--- src/rtl/qrng_pkg.sv ---
// ============================================================================
// qrng_pkg : shared types and line-packing helpers for the qubit counter
// Rev 1.0
// ============================================================================
`default_nettype none

package qrng_pkg;

  localparam int MAX_CH           = 8;
  localparam int c_LINES_PER_CH   = 2;
  localparam int c_BIT_ZERO       = 0;
  localparam int c_BIT_ONE        = 1;

  typedef enum logic [0:0] {
    COLLECT = 1'b0,
    PENDING = 1'b1
  } win_state_e;

  function automatic int line_idx(input int ch, input int basis);
    return ch * c_LINES_PER_CH + basis;
  endfunction

endpackage

`default_nettype wire

--- src/rtl/qrng_strobe_sync.sv ---
// ============================================================================
// qrng_strobe_sync : invert, 2-flop synchronise and rising-edge detect one strobe
// Rev 1.0
// ============================================================================
`default_nettype none

module qrng_strobe_sync (
  input  logic clk,
  input  logic rst,
  input  logic i_strobe_n,
  output logic o_evt
);

  logic r_s1;
  logic r_s2;
  logic r_s3;

  always_ff @(posedge clk) begin
    if (rst) begin
      r_s1 <= 1'b0;
      r_s2 <= 1'b0;
      r_s3 <= 1'b0;
    end else begin
      r_s1 <= ~i_strobe_n;
      r_s2 <= r_s1;
      r_s3 <= r_s2;
    end
  end

  assign o_evt = r_s2 & ~r_s3;

endmodule

`default_nettype wire

--- src/rtl/qrng_multi_qubit_counter.sv ---
// ============================================================================
// qrng_multi_qubit_counter : per-channel |0>/|1> counters, windowed snapshots
// Rev 1.0
// ============================================================================
`default_nettype none

module qrng_multi_qubit_counter
  import qrng_pkg::*;
#(
  parameter int NUM_CH = 4,
  parameter int CNT_W  = 8,
  parameter int WINDOW = 64,
  parameter int LED_W  = 4,
  parameter int LED_CH = 0
) (
  input  logic                    clk,
  input  logic                    rst,
  input  logic [2*NUM_CH-1:0]     qubit_n,
  input  logic                    clear,
  output logic [LED_W-1:0]        led,
  output logic                    snap_valid,
  input  logic                    snap_ready,
  output logic [NUM_CH*CNT_W-1:0] snap_zero,
  output logic [NUM_CH*CNT_W-1:0] snap_one,
  output logic [NUM_CH-1:0]       sat,
  output logic                    overrun
);

  localparam int c_LINES = c_LINES_PER_CH * NUM_CH;
  localparam int c_WIN_W = $clog2(WINDOW + 1);
  localparam logic [CNT_W-1:0] c_CNT_MAX = '1;

  logic [c_LINES-1:0] w_evt;

  generate
    for (genvar g = 0; g < c_LINES; g++) begin : g_sync
      qrng_strobe_sync u_sync (
        .clk        (clk),
        .rst        (rst),
        .i_strobe_n (qubit_n[g]),
        .o_evt      (w_evt[g])
      );
    end
  endgenerate

  logic [CNT_W-1:0]       r_cnt0 [NUM_CH];
  logic [CNT_W-1:0]       r_cnt1 [NUM_CH];
  logic [CNT_W-1:0]       w_nxt0 [NUM_CH];
  logic [CNT_W-1:0]       w_nxt1 [NUM_CH];
  logic [NUM_CH-1:0]      w_sat_hit;
  logic [NUM_CH*CNT_W-1:0] w_pack0;
  logic [NUM_CH*CNT_W-1:0] w_pack1;
  logic [c_WIN_W-1:0]     r_win_cnt;
  logic [31:0]            w_pop;
  logic [31:0]            w_win_sum;
  logic                   w_close;
  logic                   w_accept;
  win_state_e             r_state;
  logic [NUM_CH-1:0]      r_sat;
  logic                   r_overrun;
  logic [NUM_CH*CNT_W-1:0] r_snap_zero;
  logic [NUM_CH*CNT_W-1:0] r_snap_one;
  logic [LED_W-1:0]       r_led;
  logic [LED_W-1:0]       w_led_nxt;
  logic [CNT_W:0]         w_bal;

  always_comb begin
    w_sat_hit = '0;
    w_pack0   = '0;
    w_pack1   = '0;
    for (int c = 0; c < NUM_CH; c++) begin
      w_nxt0[c] = r_cnt0[c];
      w_nxt1[c] = r_cnt1[c];
      if (w_evt[line_idx(c, c_BIT_ZERO)]) begin
        if (r_cnt0[c] == c_CNT_MAX) w_sat_hit[c] = 1'b1;
        else                        w_nxt0[c] = r_cnt0[c] + 1'b1;
      end
      if (w_evt[line_idx(c, c_BIT_ONE)]) begin
        if (r_cnt1[c] == c_CNT_MAX) w_sat_hit[c] = 1'b1;
        else                        w_nxt1[c] = r_cnt1[c] + 1'b1;
      end
      w_pack0[c*CNT_W +: CNT_W] = w_nxt0[c];
      w_pack1[c*CNT_W +: CNT_W] = w_nxt1[c];
    end
  end

  assign w_pop     = 32'($countones(w_evt));
  assign w_win_sum = 32'(r_win_cnt) + w_pop;
  assign w_close   = (w_win_sum >= 32'(WINDOW));
  assign w_accept  = (r_state == PENDING) & snap_ready;

  assign w_bal = {1'b0, r_cnt1[LED_CH]} - {1'b0, r_cnt0[LED_CH]};

  generate
    if (LED_W <= CNT_W + 1) begin : g_led_trunc
      assign w_led_nxt = w_bal[LED_W-1:0];
    end else begin : g_led_sext
      assign w_led_nxt = {{(LED_W-CNT_W-1){w_bal[CNT_W]}}, w_bal};
    end
  endgenerate

  always_ff @(posedge clk) begin
    if (rst) begin
      r_state     <= COLLECT;
      r_overrun   <= 1'b0;
      r_win_cnt   <= '0;
      r_sat       <= '0;
      r_snap_zero <= '0;
      r_snap_one  <= '0;
      r_led       <= '0;
      for (int c = 0; c < NUM_CH; c++) begin
        r_cnt0[c] <= '0;
        r_cnt1[c] <= '0;
      end
    end else if (clear) begin
      r_state   <= COLLECT;
      r_overrun <= 1'b0;
      r_win_cnt <= '0;
      r_sat     <= '0;
      r_led     <= w_led_nxt;
      for (int c = 0; c < NUM_CH; c++) begin
        r_cnt0[c] <= '0;
        r_cnt1[c] <= '0;
      end
    end else begin
      r_led <= w_led_nxt;
      if (w_close) begin
        // Overshoot events of the closing cycle are folded into the snapshot.
        r_win_cnt <= '0;
        r_sat     <= '0;
        for (int c = 0; c < NUM_CH; c++) begin
          r_cnt0[c] <= '0;
          r_cnt1[c] <= '0;
        end
        if (r_state == COLLECT || w_accept) begin
          r_snap_zero <= w_pack0;
          r_snap_one  <= w_pack1;
          r_state     <= PENDING;
        end else begin
          r_overrun <= 1'b1;
        end
      end else begin
        r_win_cnt <= w_win_sum[c_WIN_W-1:0];
        r_sat     <= r_sat | w_sat_hit;
        for (int c = 0; c < NUM_CH; c++) begin
          r_cnt0[c] <= w_nxt0[c];
          r_cnt1[c] <= w_nxt1[c];
        end
        if (w_accept) r_state <= COLLECT;
      end
    end
  end

  assign led        = r_led;
  assign snap_valid = (r_state == PENDING);
  assign snap_zero  = r_snap_zero;
  assign snap_one   = r_snap_one;
  assign sat        = r_sat;
  assign overrun    = r_overrun;

endmodule

`default_nettype wire

--- config.mk ---
export PLATFORM = sky130hd
export DESIGN_NAME = qrng_multi_qubit_counter
export DESIGN_NICKNAME = d
export VERILOG_FILES = /design/src/rtl/qrng_pkg.sv /design/src/rtl/qrng_strobe_sync.sv /design/src/rtl/qrng_multi_qubit_counter.sv
export SDC_FILE = /design/constraint.sdc
export NUM_CORES = 1
export LEC_CHECK = 0
export CAP_MARGIN = 30
export CORE_MARGIN = 5
export CORE_UTILIZATION = 45
export CTS_BUF_LIST = sky130_fd_sc_hd__clkbuf_8
export DETAILED_ROUTE_END_ITERATION = 10
export DONT_BUFFER_PORTS = 1
export GPL_TIMING_DRIVEN = 0
export PLACE_DENSITY_LB_ADDON = 0.15
export SYNTH_ARGS = -nofsm -noshare
export SYNTH_HDL_FRONTEND = slang
export SYNTH_SLANG_ARGS = --single-unit
--- constraint.sdc ---
create_clock -name clk -period 5.7 [get_ports clk]
set_clock_uncertainty 0.05 [all_clocks]
set_input_delay 0.855 -clock clk [delete_from_list [all_inputs] [get_ports clk]]
set_output_delay 0.855 -clock clk [all_outputs]
set_load 0.02 [all_outputs]
==> reports/metrics.csv, run 1 <==
stage,metric,value,unit
routing,wl_per_cell,18.4,um
sta,setup_tns,0,ps
worst_setup_path,crit_path_end_kind,flop,
global_route,grt_start_max_net_pins,17,
cells_and_area,seqCellArea,4020,um^2
routing,drt-total-wl,20.2,mm
sta,final.min_clock_period,4970,ps
synth,ys_warn_count,0,
floorplanning,die_h,141,um
synth,async_flop_share,0,%
synth,ys_ff_latch,169,
worst_hold_path,holdCritPathClass,primary input to flop,
cts,clockBufferDepth,2,
cts,cts_root_buf,clkbuf_8,
cts,clkSlewWorstSetupHoldPaths,100,ps
cells_and_area,nFillCells,1643,
synth,synth.avg_cell_area,10.0,um^2
synth,seq_area_frac_synth,51.8,%
floorplanning,dieArea,20000,um^2
worst_setup_path,cp-start-kind,flop,
routing,met2WireLength,9.38,mm
cells_and_area,final_util,50.8,%
sta,hold_violations,0,
worst_setup_path,cp.required,6030,ps
sta,rsz0062_at_grt,false,
worst_hold_path,worstHoldEndpoint,g_sync[0].u_sync.r_s1,
run,cap_viol_max_count,0,
power_and_ir_drop,p_per_area,283,nW/um^2
cells_and_area,diodes,0,
cts,cts_tree,yes,
power_and_ir_drop,sw_frac_of_total,27.8,%
synth,synth_area_leaders,"dfxtp_1, edfxtp_1, nor2_1, nand2_1, mux2i_1",
worst_setup_path,rrSetupSlack,730,ps
cts,cts-resized-gates,0,
floorplanning,core-area,17100,um^2
cts,cts.htree.levels,4,
power_and_ir_drop,power_frac_comb,8.1,%
routing,ant_nets,0,
routing,wl_met1,8.79,mm
global_route,overflow,0,
place,hpwl,14.8,mm
cts,cts_sinks,169,
outcome,status,"finished, final reports clean",
global_route,antenna_found_initial,0,
global_route,grt_pass1_wl,31.3,mm
sta,fmax,201,MHz
cells_and_area,multi_input_area,3710,um^2
global_route,grt_usage,20.4,%
routing,topRoutingLayerUsed,met4,
synth,syn-instance-count,777,
sta,setup_viol,0,
routing,drt-pass1-iter-count,5,
power_and_ir_drop,p_leak,0.00337,uW
floorplanning,die_x,141,um
synth,yosysTopAreaCell,dfxtp_1,
place,dp.cells,1065,
cts,post_cts_buffers,0,
routing,dr_total_vias,5890,
synth,synth_top_area_share,27.0,%
worst_setup_path,critPathMaxFanout,10,
routing,drt_first_iter_violations,393,
synth,synth_area,7770,um^2
sta,fin_crit_sh,87.2,%
cells_and_area,layout.cells.non_filler,1097,
worst_setup_path,regToRegStartpoint,g_sync[2].u_sync.r_s2,
worst_hold_path,min_path_cells,1,
worst_setup_path,cp.arrival,5300,ps
synth,synth-main-ff-cell,dfxtp_1,
worst_setup_path,r2r_cells,15,
synth,synth-edff-count,64,
place,port_buffers,0,
cells_and_area,nNetsFinal,894,
worst_setup_path,rr_endpoint,snap_one[17],
worst_setup_path,path_class,flop to flop,
power_and_ir_drop,p_switching,684,uW
power_and_ir_drop,ir_drop,0.146,mV
synth,post_synth_num_cell_types,55,
sta,slew_headroom,38.3,%
floorplanning,initial_utilization,45.4,%
floorplanning,ioPinCount,86,
cts,hold_buffers,0,
power_and_ir_drop,p_seq_share,56.3,%
cells_and_area,syn2layout_area_growth,11.8,%
sta,worst_slew_pin_slew,926,ps
sta,slew_viol_final,0,
cts,numCtsBuffers,17,
routing,vias_per_cell,5.37,
floorplanning,rows,48,
power_and_ir_drop,power.internal,1770,uW
cells_and_area,drive_above_1_share,10.2,%
place,place_congestion,0.896,
routing,route.met3.wl,1.61,mm
worst_hold_path,hold_path_startpoint,qubit_n[0],
power_and_ir_drop,p_clk_share,35.7,%
routing,drc,0,
global_route,grt_pass1_vias,5727,
cts,clk-insertion-delay-late,470,ps
synth_stat cells, types with 3 or more instances:
cell	number
or3_1	5
nand4b_1	4
buf_6	4
and3_1	22
xnor2_1	6
inv_1	26
buf_2	8
o21ai_0	10
mux2i_1	25
dfxtp_1	105
nor2b_1	27
nand3b_1	13
a211oi_2	17
mux2_2	7
nand2b_1	15
a21oi_1	42
nor3_1	5
nor3_2	6
nor4_1	3
and4_1	8
nand3_1	21
o31ai_1	11
xor2_1	17
clkbuf_1	17
fa_1	6
ha_1	17
edfxtp_1	64
nand4_1	18
a31oi_1	3
and4b_1	4
a21o_1	3
nor2_1	113
or2_2	7
a211oi_1	9
nand2_1	83
cell usage in the layout (no fill, tap or decap), types with 11 or more instances in the layout:
cell	instances
nor2b_1	27
dfxtp_1	105
ha_1	17
inv_1	26
nand3_1	21
nand4_1	18
and3_1	22
nor2_1	113
a21oi_1	42
nand3b_1	13
nand2b_1	15
o31ai_1	11
a211oi_2	17
edfxtp_1	64
xor2_1	17
clkbuf_8	17
clkbuf_1	17
mux2i_1	25
nand2_1	83
conb_1	65
stage by stage:
step	setup slack, ps	total power [uW]	area, um^2	hold slack [ps]
2_1_floorplan	1410	1540	8010	364
3_3_place_gp	845	1600	8290	367
3_5_place_dp	706	1610	8290	377
4_1_cts	659	2470	8690	360
5_1_grt	466	2550	8690	359
6_report	731	2460	8690	385
sequential cells by signal (all words and copies together) (netlist names):
| name | cells |
|---|---|
| snap_zero | 32 |
| snap_one | 32 |
| sat | 4 |
| led | 4 |
| snap_valid | 1 |
| g_sync.u_sync.r_s3 | 8 |
| r_cnt1 | 32 |
| overrun | 1 |
| g_sync.u_sync.r_s2 | 8 |
| r_win_cnt | 7 |
| g_sync.u_sync.r_s1 | 8 |
| r_cnt0 | 32 |
power groups by stage:
stage / clock [uW] / sequential, uW / combinational (uW)
floorplan: 0 / 1400 / 143
global placement: 0 / 1410 / 191
detailed placement: 0 / 1410 / 196
CTS: 893 / 1380 / 198
global route: 939 / 1390 / 222
finish: 876 / 1380 / 198
final cells by class:
cell class	instances	share of cell area [%]
inverters	26	1.12
plain buffers	33	1.97
clock buffers	17	2.69
clock inverters	15	1.90
well taps	225	3.24
flip-flops and latches	169	46.3
multi-input cells	612	42.8
layer usage:
layer | GRT usage, % | vias to the layer above
met1 | 25.7 | 2860
met5 | 0 | -
met3 | 6.20 | 28
met4 | 7.17 | 0
met2 | 33.3 | 167
li1 | - | 2835
worst max-delay path by stage:
stage                                     start             to  slack (ps)  cells past startpoint
after detailed placement  g_sync[2].u_sync.r_s2   snap_zero[1]         710                     15
final                     g_sync[2].u_sync.r_s2   snap_one[17]         730                     15
after global routing      g_sync[2].u_sync.r_s2    snap_one[8]         470                     15
after floorplan           g_sync[2].u_sync.r_s2  r_cnt0[0][23]        1410                     15
after global placement    g_sync[2].u_sync.r_s2   snap_zero[1]         840                     15
after CTS                 g_sync[2].u_sync.r_s2   snap_zero[1]         660                     15
worst max-delay path, cell delays in order, from the launching register on:
cell and delay [ps]:
dfxtp_1 340, nor2b_1 360, inv_1 160, fa_1 490, fa_1 550, inv_1 60, fa_1 580, fa_1 200
inv_1 50, fa_1 400, nand2b_1 210, a21oi_2 240, o211a_2 300, buf_1 560, nor2_1 110, a211oi_2 220
cells by family after synthesis:
logic type               synth area share (%)
AND/OR/NAND/NOR                          23.1
flip-flops                               51.8
other                                  0.0966
buffers and inverters                    3.46
multiplexers                             4.23
XOR/XNOR                                 2.59
adder cells (fa/ha/maj)                  4.28
AO/OA/AOI/OAI                            10.5
(Power assumes the default switching activity.)
==> run 2, diff against run 1 <==
--- a/config.mk
+++ b/config.mk
@@ -10,7 +10,6 @@
 export CORE_UTILIZATION = 45
 export CTS_BUF_LIST = sky130_fd_sc_hd__clkbuf_8
 export DETAILED_ROUTE_END_ITERATION = 10
-export DONT_BUFFER_PORTS = 1
 export GPL_TIMING_DRIVEN = 0
 export PLACE_DENSITY_LB_ADDON = 0.15
 export SYNTH_ARGS = -nofsm -noshare
==> run 2 against run 1 <==
Against the previous run: fmax is 0.17% lower; worst setup slack lost 8.6 ps; routed wire length down 4.2%; global-route usage fell by 0.56 points; combinational power grew 42%; critical path type unchanged; first-iteration DRC count rose by 3.6%; utilization rose by 5.0 points; final cell count up 7.7%.
==> reports/metrics.csv, run 2 (synthesized netlist as in run 1, its figures left out) <==
stage,metric,value,unit
power_and_ir_drop,p_seq_share,54.1,%
power_and_ir_drop,sw_frac_of_total,26.1,%
sta,rsz0062_at_grt,false,
routing,drt-total-wl,19.4,mm
cts,hold_buffers,0,
cts,post_cts_buffers,0,
worst_setup_path,rrSetupSlack,720,ps
sta,slew_headroom,35.8,%
floorplanning,ioPinCount,86,
worst_setup_path,crit_slowest_cell,fa_1,
cells_and_area,nNetsFinal,979,
routing,vias_per_cell,5.16,
cts,cts-resized-gates,0,
worst_setup_path,cp-start-kind,flop,
routing,drc,0,
place,place_congestion,0.877,
place,hpwl,14.2,mm
sta,slew_viol_final,0,
worst_setup_path,path_cells,nor2b_1 > inv_1 > fa_1 > fa_1 > inv_1 > fa_1 > fa_1 > inv_1 > fa_1 > nand2b_1 > a2111o_1 > o21ai_2 > clkbuf_1 > and3_1,
cts,cts_sinks,169,
sta,final.min_clock_period,4980,ps
cts,clk-insertion-delay-late,460,ps
power_and_ir_drop,p_clk_share,34.5,%
sta,setup_viol,0,
power_and_ir_drop,p_leak,0.00367,uW
worst_setup_path,regToRegStartpoint,g_sync[2].u_sync.r_s2,
cells_and_area,diodes,0,
worst_setup_path,r2r_cells,14,
global_route,grt_pass1_vias,5767,
routing,dr_total_vias,6101,
worst_setup_path,cp.arrival,5250,ps
routing,drt-pass1-iter-count,5,
cts,numCtsBuffers,17,
sta,hold_violations,0,
global_route,grt_usage,19.8,%
worst_setup_path,crit_path_end_kind,flop,
worst_setup_path,critPathMaxFanout,10,
power_and_ir_drop,power_frac_comb,11.3,%
global_route,grt_start_max_net_pins,17,
routing,wl_per_cell,16.4,um
worst_setup_path,rr_endpoint,r_cnt1[0][26],
place,port_buffers,85,
worst_hold_path,holdCritPathClass,flop to flop,
cells_and_area,drive_above_1_share,9.30,%
worst_hold_path,min_path_cells,1,
power_and_ir_drop,power.internal,1840,uW
floorplanning,rows,48,
cells_and_area,syn2layout_area_growth,22.7,%
cts,clockBufferDepth,2,
cts,cts_root_buf,clkbuf_8,
worst_setup_path,path_common_cell,fa_1,
sta,setup_tns,0,ps
global_route,overflow,0,
power_and_ir_drop,p_switching,649,uW
power_and_ir_drop,ir_drop,0.168,mV
cells_and_area,layout_common_cells,"nor2_1, dfxtp_1, clkdlybuf4s50_1",
cts,cts_tree,yes,
worst_setup_path,path_class,flop to flop,
cts,cts.htree.levels,4,
sta,worst_slew_pin_slew,963,ps
global_route,grt_pass1_wl,30.5,mm
sta,holdWs,392,ps
power_and_ir_drop,p_per_area,261,nW/um^2
routing,drt_first_iter_violations,407,
sta,fmax,201,MHz
run,cap_viol_max_count,0,
floorplanning,die_x,141,um
worst_setup_path,crit_path_max_incr_delay,600,ps
global_route,antenna_found_initial,0,
worst_setup_path,cp.required,5970,ps
power_and_ir_drop,p_total,2490,uW
floorplanning,dieArea,20000,um^2
worst_setup_path,startpoint,g_sync[2].u_sync.r_s2,
floorplanning,die_h,141,um
worst_setup_path,worst_setup_path_endpoint,r_cnt1[0][26],
floorplanning,initial_utilization,45.4,%
floorplanning,core-area,17100,um^2
cts,clkSlewWorstSetupHoldPaths,90,ps
routing,ant_nets,0,
sta,fin_crit_sh,87.3,%
cells_and_area,final_common_cell,nor2_1,
outcome,status,"finished, final reports clean",
-- run 2: changes by cell type in the layout (fill, tap and decap cells not counted) --
cell and change:
clkbuf_8 +3, clkdlybuf4s50_1 +85, clkinv_2 +3, clkinv_4 -2
clkinvlp_4 +2, inv_4 +1, inv_6 -7
-- run 2: final cells by class --
cell class	count	area, um^2
inverter	26	97.6
tap	225	282
multi-input combinational	612	3710
buffer	33	171
clock inverter	12	123
clock buffer	20	275
fill	1619	7580
sequential	169	4020
timing repair buffer	85	851
-- run 2: worst min path at each step --
stage,start,to,slack (ps)
floorplan,g_sync[0].u_sync.r_s1,g_sync[0].u_sync.r_s2,360
detailed placement,g_sync[6].u_sync.r_s1,g_sync[6].u_sync.r_s2,370
global placement,g_sync[5].u_sync.r_s1,g_sync[5].u_sync.r_s2,370
global route,g_sync[5].u_sync.r_s1,g_sync[5].u_sync.r_s2,410
CTS,g_sync[5].u_sync.r_s1,g_sync[5].u_sync.r_s2,390
finish,g_sync[2].u_sync.r_s1,g_sync[2].u_sync.r_s2,390
-- run 2: metrics by stage --
step / cells / utilization, % / instance area (um^2) / setup slack, ps
final: 1182 / 55.7 / 9540 / 723
after global placement: 1150 / 53.4 / 9140 / 761
after floorplan: 840 / - / 8010 / 1410
after detailed placement: 1150 / 53.4 / 9140 / 791
after CTS: 1182 / 55.7 / 9540 / 724
after global routing: 1182 / 55.7 / 9540 / 496
-- run 2: layer usage --
layer,global-route usage (%),vias to the layer above,share of wire [%]
met1,27.8,2885,46
met3,3.91,26,6.1
li1,-,3021,-
met4,5.56,0,1.8
met2,31.5,169,46
met5,0,-,0
-- run 2: critical path, delay by kind of cell, from the launching register on --
kind / cells / cell delay [ps]
AOI/OAI and AO/OA: 2 / 660
buffers and inverters: 4 / 740
and+or+nand+nor: 3 / 830
DFF: 1 / 340
adders and majority gates: 5 / 2220
-- run 2: power groups by stage --
stage | sequential [uW] | clock, uW | combinational, uW
2_1_floorplan | 1400 | 0 | 143
3_3_place_gp | 1370 | 0 | 279
3_5_place_dp | 1380 | 0 | 282
4_1_cts | 1350 | 877 | 284
5_1_grt | 1360 | 933 | 309
6_report | 1350 | 860 | 282
==> run 3, diff against run 2 <==
--- a/config.mk
+++ b/config.mk
@@ -14,4 +14,5 @@
 export PLACE_DENSITY_LB_ADDON = 0.15
 export SYNTH_ARGS = -nofsm -noshare
 export SYNTH_HDL_FRONTEND = slang
+export SYNTH_HIERARCHICAL = 1
 export SYNTH_SLANG_ARGS = --single-unit
==> run 3 against run 2 <==
Against the previous run: first-iteration DRC count is 0.98% lower; combinational power is 8.5% lower; worst setup slack better by 390 ps; utilization is 0.066 points higher; clock power is 2.6% lower; worst hold slack worse by 1.9 ps; highest routed layer unchanged.
==> reports/metrics.csv, run 3 <==
stage,metric,value,unit
outcome,status,"finished, final reports clean",
power_and_ir_drop,ir_drop,0.146,mV
power_and_ir_drop,sw_frac_of_total,26.1,%
worst_setup_path,critPathMaxFanout,10,
worst_setup_path,worst_setup_path_endpoint,snap_one[17],
routing,dr_total_vias,6115,
run,cap_viol_max_count,0,
worst_hold_path,holdCritPathClass,flop to flop,
floorplanning,rows,48,
routing,drt_first_iter_violations,403,
place,hpwl,14.3,mm
sta,fmax,218,MHz
routing,drt-pass1-iter-count,4,
power_and_ir_drop,power.internal,1800,uW
routing,vias_per_cell,5.29,
cells_and_area,diodes,0,
cells_and_area,nNetsFinal,953,
cts,cts-resized-gates,0,
synth,synth-main-ff-cell,dfxtp_1,
cts,cts_root_buf,clkbuf_8,
routing,ant_nets,0,
sta,final.min_clock_period,4590,ps
floorplanning,die_x,141,um
worst_setup_path,cp.required,6020,ps
power_and_ir_drop,p_total,2440,uW
worst_setup_path,r2r_cells,13,
worst_setup_path,crit_path_end_kind,flop,
cts,clk-insertion-delay-late,460,ps
place,port_buffers,85,
sta,worst_slew_pin_slew,794,ps
synth,synth_top_area_share,27.1,%
sta,setup_tns,0,ps
worst_setup_path,regToRegStartpoint,g_sync[3].u_sync/r_s2,
global_route,overflow,0,
global_route,grt_usage,19.8,%
cts,cts_sinks,169,
cts,cts.htree.levels,4,
worst_setup_path,cp.arrival,4910,ps
synth,synth_commonest_cells,"dfxtp_1, nor2_1, edfxtp_1",
sta,fin_crit_sh,80.4,%
synth,synth.avg_cell_area,10.4,um^2
worst_setup_path,cp-start-kind,flop,
global_route,grt_pass1_vias,5813,
place,place_congestion,0.933,
routing,drc,0,
synth,seq_area_frac_synth,51.8,%
synth,ys_warn_count,6,
global_route,antenna_found_initial,0,
sta,rsz0062_at_grt,false,
worst_setup_path,startpoint,g_sync[3].u_sync/r_s2,
sta,slew_headroom,47.1,%
synth,synth_area,7770,um^2
synth,ys_ff_latch,169,
sta,slew_viol_final,0,
sta,hold_violations,0,
power_and_ir_drop,p_leak,0.00358,uW
floorplanning,initial_utilization,45.4,%
floorplanning,dieArea,20000,um^2
synth,yosysMostFrequentCell,dfxtp_1,
cts,cts_tree,yes,
synth,async_flop_share,0,%
routing,drt-total-wl,19.5,mm
routing,wl_per_cell,16.8,um
sta,setup_viol,0,
cells_and_area,syn2layout_area_growth,22.9,%
worst_setup_path,rr_endpoint,snap_one[17],
floorplanning,die_h,141,um
synth,post_synth_num_cell_types,51,
cts,hold_buffers,0,
worst_setup_path,path_class,flop to flop,
floorplanning,ioPinCount,86,
power_and_ir_drop,p_per_area,256,nW/um^2
power_and_ir_drop,p_clk_share,34.4,%
synth,yosysTopAreaCell,dfxtp_1,
synth,syn-instance-count,750,
worst_setup_path,rrSetupSlack,1110,ps
power_and_ir_drop,power_frac_comb,10.6,%
power_and_ir_drop,p_switching,636,uW
global_route,grt_pass1_wl,30.7,mm
floorplanning,core-area,17100,um^2
cells_and_area,layout_common_cells,"dfxtp_1, nor2_1, clkdlybuf4s50_1",
cts,clockBufferDepth,2,
cts,clkSlewWorstSetupHoldPaths,90,ps
global_route,grt_start_max_net_pins,21,
cts,numCtsBuffers,17,
cts,post_cts_buffers,0,
synth,synth_area_leaders,"dfxtp_1, edfxtp_1, nor2_1, nand4b_1, o31ai_1",
synth,synth-edff-count,64,
cells_and_area,final_common_cell,dfxtp_1,
cells_and_area,drive_above_1_share,8.06,%
power_and_ir_drop,p_seq_share,55.1,%
[run 3: how the worst min path moves through the flow]
| stage | end | slack (ps) | cells past startpoint | from |
|---|---|---|---|---|
| 2_1_floorplan | g_sync[0].u_sync/r_s2 | 360 | 1 | g_sync[0].u_sync/r_s1 |
| 3_3_place_gp | g_sync[3].u_sync/r_s2 | 370 | 1 | g_sync[3].u_sync/r_s1 |
| 3_5_place_dp | g_sync[7].u_sync/r_s2 | 380 | 1 | g_sync[7].u_sync/r_s1 |
| 4_1_cts | g_sync[7].u_sync/r_s2 | 400 | 1 | g_sync[7].u_sync/r_s1 |
| 5_1_grt | g_sync[2].u_sync/r_s2 | 410 | 1 | g_sync[2].u_sync/r_s1 |
| 6_report | g_sync[7].u_sync/r_s2 | 390 | 1 | g_sync[7].u_sync/r_s1 |
[run 3: area by class of cell]
type,instances,area [um^2]
multi-input cells,587,3670
clock buffers,17,234
flip-flops and latches,169,4020
plain buffers,41,253
inverters,16,60.1
clock inverters,15,150
repair buffers,86,878
well taps,225,282
fillers,1588,7570
[run 3: per-stage QoR]
| stage | utilization (%) | setup slack, ps | hold WS (ps) | cells | area [um^2] |
|---|---|---|---|---|---|
| after global routing | 55.8 | 855 | 406 | 1156 | 9550 |
| after floorplan | - | 1670 | 364 | 813 | 8010 |
| after CTS | 55.8 | 1130 | 396 | 1156 | 9550 |
| final | 55.8 | 1110 | 390 | 1156 | 9550 |
| after global placement | 53.4 | 1200 | 366 | 1123 | 9140 |
| after detailed placement | 53.5 | 1180 | 376 | 1124 | 9170 |
[run 3: per-layer routing]
metal / track usage [%] / vias to the layer above / wire length [um]
met1: 26.8 / 2938 / 9190
li1: - / 3033 / -
met4: 6.57 / 0 / 366
met2: 32.2 / 120 / 9060
met5: 0 / - / 0
met3: 3.64 / 24 / 847
[run 3: worst max-delay path: stages, from the launching register on]
cell	delay [ps]
dfxtp_1	330
nor2b_2	300
fa_1	490
inv_1	90
fa_1	420
fa_1	450
fa_1	440
fa_1	400
and2b_1	250
o21ai_1	110
o221ai_2	340
nand2_2	290
buf_2	280
a211oi_1	250
[run 3: kinds of logic (layout without fill, tap and decap cells)]
kind of cell               count (synthesis)  count (layout)  synth area share [%]
xor gates and xnor gates                  21              21                  2.37
adders and majority gates                 23              23                  4.28
other                                      2              65                0.0967
DFF                                      169             169                  51.8
and+or+nand+nor                          316             316                  22.4
AOI/OAI and AO/OA                        138             138                  11.9
muxes                                     24              24                  3.16
buffers and inverters                     57             175                  4.03
[run 3: power by group through the flow]
stage          Sequential [uW]  Clock (uW)  Combinational [uW]
6_report                  1340         838                 258
5_1_grt                   1350         909                 284
4_1_cts                   1340         866                 260
3_5_place_dp              1370           0                 258
3_3_place_gp              1370           0                 253
2_1_floorplan             1390           0                 137
